$ cat config.mk
export PLATFORM = sky130hd
export DESIGN_NAME = rr_arbiter8
export DESIGN_NICKNAME = d
export VERILOG_FILES = /design/src/rtl/rr_arb_pkg.sv /design/src/rtl/rr_pick8.sv /design/src/rtl/rr_arbiter8.sv
export SDC_FILE = /design/constraint.sdc
export NUM_CORES = 1
export LEC_CHECK = 0
export ABC_CLOCK_PERIOD_IN_PS = 4600
export CELL_PAD_IN_SITES_DETAIL_PLACEMENT = 0
export CELL_PAD_IN_SITES_GLOBAL_PLACEMENT = 1
export CORE_MARGIN = 2
export CORE_UTILIZATION = 40
export DETAILED_ROUTE_END_ITERATION = 8
export GPL_TIMING_DRIVEN = 0
export PLACE_DENSITY = 0.89
export SYNTH_ARGS = -nofsm -noshare
export SYNTH_HDL_FRONTEND = slang
export SYNTH_SLANG_ARGS = --single-unit
$ cat constraint.sdc
create_clock -name clk -period 4.6 [get_ports clk]
set_clock_uncertainty 0.15 [all_clocks]
set_input_delay 0.46 -clock clk [delete_from_list [all_inputs] [get_ports clk]]
set_output_delay 0.46 -clock clk [all_outputs]
set_load 0.02 [all_outputs]
$ cat src/rtl/rr_arb_pkg.sv
// rtl/rr_arb_pkg.sv - shared types and constants for the 8-way round-robin arbiter
package rr_arb_pkg;

  localparam int N_REQ = 8;
  localparam int IDX_W = 3;

  typedef enum logic {
    ARB_IDLE  = 1'b0,
    ARB_GRANT = 1'b1
  } arb_state_t;

  typedef logic [IDX_W-1:0] arb_idx_t;

  function automatic logic [N_REQ-1:0] idx_to_onehot(input arb_idx_t idx);
    logic [N_REQ-1:0] one;
    one = {{(N_REQ-1){1'b0}}, 1'b1};
    return one << idx;
  endfunction

endpackage

$ cat src/rtl/rr_pick8.sv
// rtl/rr_pick8.sv - rotate-by-ptr priority search returning the first requester at or after ptr
module rr_pick8
  import rr_arb_pkg::*;
(
  input  logic [N_REQ-1:0] req,
  input  arb_idx_t         ptr,
  output arb_idx_t         win_idx,
  output logic             win_vld
);

  logic [2*N_REQ-1:0] req_dbl;
  logic [N_REQ-1:0]   req_rot;
  arb_idx_t           off;

  // Doubling the vector lets a plain part-select perform the rotation.
  assign req_dbl = {req, req};
  assign req_rot = req_dbl[ptr +: N_REQ];

  always_comb begin
    off     = '0;
    win_vld = 1'b0;
    for (int i = N_REQ - 1; i >= 0; i--) begin
      if (req_rot[i]) begin
        off     = arb_idx_t'(i);
        win_vld = 1'b1;
      end
    end
  end

  assign win_idx = ptr + off;

endmodule

$ cat src/rtl/rr_arbiter8.sv
// rtl/rr_arbiter8.sv - 8-requester round-robin arbiter, grant held until owner drops req
// Optional hold-limit with forced release: RR_ARB_TIMEOUT_EN
module rr_arbiter8
  import rr_arb_pkg::*;
#(
  parameter int MAX_HOLD = 16
) (
  input  logic             clk,
  input  logic             rst_n,
  input  logic             en,
  input  logic [N_REQ-1:0] req,
  output logic [N_REQ-1:0] grant,
  output arb_idx_t         grant_idx,
  output logic             grant_vld,
  output logic             timeout
);

  if (MAX_HOLD < 2 || MAX_HOLD > 255) begin : g_bad_max_hold
    $error("rr_arbiter8: MAX_HOLD must be in 2..255");
  end

  arb_state_t       state_q;
  arb_idx_t         ptr_q;
  logic [N_REQ-1:0] grant_q;
  arb_idx_t         idx_q;
  logic             vld_q;

  arb_idx_t win_idx;
  logic     win_vld;
  logic     owner_drop;
  logic     force_rel;
  logic     release_now;

  rr_pick8 u_pick (
    .req     (req),
    .ptr     (ptr_q),
    .win_idx (win_idx),
    .win_vld (win_vld)
  );

  assign owner_drop  = !en || !req[idx_q];
  assign release_now = owner_drop || force_rel;

`ifdef RR_ARB_TIMEOUT_EN
  localparam logic [7:0] HOLD_LAST = 8'(MAX_HOLD - 1);

  logic [7:0] hold_q;
  logic       timeout_q;

  assign force_rel = (hold_q == HOLD_LAST);

  // A voluntary release wins over a coincident limit hit, so no pulse then.
  always_ff @(posedge clk) begin
    if (!rst_n) begin
      hold_q    <= '0;
      timeout_q <= 1'b0;
    end else begin
      timeout_q <= (state_q == ARB_GRANT) && !owner_drop && force_rel;
      if (state_q == ARB_IDLE) begin
        hold_q <= '0;
      end else if (!release_now) begin
        hold_q <= hold_q + 8'd1;
      end
    end
  end

  assign timeout = timeout_q;
`else
  assign force_rel = 1'b0;
  assign timeout   = 1'b0;
`endif

  always_ff @(posedge clk) begin
    if (!rst_n) begin
      state_q <= ARB_IDLE;
      ptr_q   <= '0;
      grant_q <= '0;
      idx_q   <= '0;
      vld_q   <= 1'b0;
    end else begin
      case (state_q)
        ARB_IDLE: begin
          if (en && win_vld) begin
            grant_q <= idx_to_onehot(win_idx);
            idx_q   <= win_idx;
            vld_q   <= 1'b1;
            state_q <= ARB_GRANT;
          end
        end
        ARB_GRANT: begin
          if (release_now) begin
            grant_q <= '0;
            idx_q   <= '0;
            vld_q   <= 1'b0;
            ptr_q   <= idx_q + arb_idx_t'(1);
            state_q <= ARB_IDLE;
          end
        end
        default: begin
          state_q <= ARB_IDLE;
        end
      endcase
    end
  end

  assign grant     = grant_q;
  assign grant_idx = idx_q;
  assign grant_vld = vld_q;

endmodule

==> results.json <==
{
  "wl_per_cell_um": 15.46,
  "grt_usage_pct": 19.38,
  "final_max_slew_viol_count": 0,
  "powerDensity_nw_per_um2": 257.5,
  "period_needed_ns": 4.093,
  "status": "complete, no violations",
  "die_w_um": 64.68,
  "antenna_found_initial": 0,
  "ys_async_sr_fraction_pct": 0,
  "crit_path_top_delay_cell": "clkdlybuf4s50_1",
  "yosysSeqAreaShare_pct": 21.75,
  "holdWs_ns": 0.3146,
  "final_net_count": 204,
  "synth_area_um2": 1473,
  "grt_pass1_vias": 1405,
  "postLayoutCoreUtil_pct": 49.03,
  "rows": 22,
  "cp_max_fo": 8,
  "grt_max_degree": 11,
  "htreeDepth": 1,
  "setup_tns_ns": 0,
  "power_w": 0.0004552,
  "grt_util_met3_pct": 3.472,
  "hpwl_mm": 2.844,
  "antenna_left": 0,
  "synth_cells": 167,
  "crit_path_max_incr_delay_ns": 0.70,
  "grt_pass1_wl_mm": 6.458,
  "crit_chain": "clkdlybuf4s50_1 -> inv_1 -> o21a_1 -> mux4_2 -> or3b_1 -> o311ai_1 -> a221o_1 -> ha_1 -> inv_1 -> fa_1 -> xnor2_1 -> xor2_1 -> a32o_1",
  "hold_violations": 0,
  "n_fill_cell": 354,
  "drv_cap": 0,
  "critPathArrivalTime_ns": 4.09,
  "register_area_um2": 320.3,
  "post_cts_buffers": 0,
  "drtIter0Drc": 77,
  "layout-drive-gt1-share_pct": 18.52,
  "crit_start": "req[3]",
  "worst_slew_pin_slew_ns": 0.5835,
  "die-area_um2": 4183,
  "clkLatencyLatePin_ns": 0.25,
  "multi_input_area_um2": 1041,
  "hold_path.class": "flip-flop to flip-flop",
  "ios": 24,
  "finalNonFillerCells": 237,
  "ir_worst_vdd_v": 0.0002776,
  "gp_congestion": 0.7789,
  "critPathKind": "input pin to flip-flop",
  "cts_buffer_depth": 2,
  "cts_tree": "yes",
  "port-buffer-count": 18,
  "r2r_start": "ptr_q[0]$_SDFFE_PN0P_",
  "synth_edf_count": 0,
  "clkTransAtPathRegs_ns": 0.06,
  "crit_path_end_kind": "flip-flop",
  "placed_cells": 233,
  "crit_required_ns": 4.60,
  "yosysWarnings": 0,
  "clock-sinks": 16,
  "fmax_ghz": 0.2443,
  "vias": 1374,
  "via_per_inst": 5.797,
  "die_y_um": 64.68,
  "start_util_pct": 40.84,
  "slew_headroom_pct": 60.84,
  "post-route-period-util_pct": 88.98,
  "routed_wl_mm": 3.663,
  "ys.flop_type": "dfxtp_1",
  "synth_seq_cells": 16,
  "use_met2_pct": 35.29,
  "rsz0062_at_grt": "false",
  "syn2layout_area_growth_pct": 20.05,
  "crit_path_start_kind": "input pin",
  "synth.distinct_cells": 52,
  "post_cts_resized": 0,
  "grt_overflow": 0,
  "cts_hold_buf": 0,
  "use_met1_pct": 23.30,
  "antenna_cells": 0,
  "crit_top_cell": "inv_1",
  "core_um2": 3606,
  "grt-busiest-layer": "met2",
  "drtPass1Iterations": 4,
  "setup_viol_count_final": 0,
  "syn_area_per_cell_um2": 8.818,
  "worstHoldStart": "grant[7]$_SDFFE_PN0P_",
  "drc": 0,
  "p_leak_nw": 0.6117,
  "numCtsBuffers": 3,
  "root_buffer": "clkbuf_8",
  "synthesis.nets": 181
}
-- cells in the final DEF (no fill, tap or decap), types with 5 or more instances in the layout --
cell	synthesis	layout
a211oi_1	5	5
clkdlybuf4s50_1	0	18
nand2_1	5	5
inv_1	10	10
mux4_2	5	5
nor2_1	5	5
nor4_1	5	5
nor3_1	18	18
dfxtp_1	16	16
mux2i_1	9	9
clkbuf_1	7	7
a21oi_1	8	8
-- cell usage after synthesis (all sizes together), types with 5 or more instances --
master	n	area [um^2]
nor3b	8	86.34
nor3	20	110.1
nor4	6	43.79
a211oi	5	37.54
a21oi	8	40.04
inv	10	37.54
o21ai	5	28.77
mux2i	9	90.09
nand2	5	18.77
mux4	5	112.6
dfxtp	16	320.3
clkbuf	8	31.28
nor2	7	36.29
buf	7	42.54
-- sequential cells by signal, indices dropped and copies added, names as in the netlist --
name,cells
grant,8
grant_idx,3
grant_vld,1
ptr_q,3
state_q,1
-- power by group --
group / internal [W] / switching, W / total, W
clock: 0.0000760 / 0.0000472 / 0.000123
combinational: 0.0000793 / 0.0000946 / 0.000174
sequential: 0.000149 / 0.00000936 / 0.000158
total: 0.000304 / 0.000151 / 0.000455
-- per-layer routing --
layer  share of wire (%)  vias up  routed length (um)
li1                    -      672                   -
met2                  53       28                1926
met3                 3.1        6                 114
met5                   0        -                   0
met1                  43      668                1573
met4                 1.3        0                  48
-- final cells by class --
| type | count | share of cell area [%] |
|---|---|---|
| buffer | 15 | 4.176 |
| clock buffer | 4 | 3.114 |
| inverter | 10 | 2.123 |
| multi-input combinational | 126 | 58.88 |
| sequential | 16 | 18.12 |
| tap | 48 | 3.397 |
| timing repair buffer | 18 | 10.19 |
-- worst paths after layout --
kind                            to  slack, ns  depth (start not counted)
max          grant[7]$_SDFFE_PN0P_       0.51                         13
min          grant[7]$_SDFFE_PN0P_       0.31                          1
max reg2reg  grant[7]$_SDFFE_PN0P_       0.82                         12
min reg2reg  grant[7]$_SDFFE_PN0P_       0.31                          1
-- metrics by stage --
step           instance area (um^2)  setup slack, ns
3_3_place_gp                   1713           0.3315
3_5_place_dp                   1713           0.2568
6_report                       1768           0.5068
4_1_cts                        1768           0.5263
2_1_floorplan                  1473            1.195
5_1_grt                        1768           0.3150
-- worst max-delay path, delay by kind of cell --
kind / cells / cell delay [ns]
buffers and inverters: 3 / 0.88
AO/OA/AOI/OAI: 4 / 0.82
XOR/XNOR: 2 / 0.59
adder cells (fa/ha/maj): 2 / 0.53
multiplexers: 1 / 0.44
AND/OR/NAND/NOR: 1 / 0.36
-- cell families after synthesis --
family                     after synthesis  synth area share, %
adders and majority gates                3                3.058
DFF                                     16                21.75
AOI/OAI and AO/OA                       37                19.63
buffers and inverters                   25                7.562
other                                    1               0.2546
and+or+nand+nor                         65                29.57
xor gates and xnor gates                 4                2.889
muxes                                   16                15.29
Note: power is estimated with default switching activity, not from simulation.
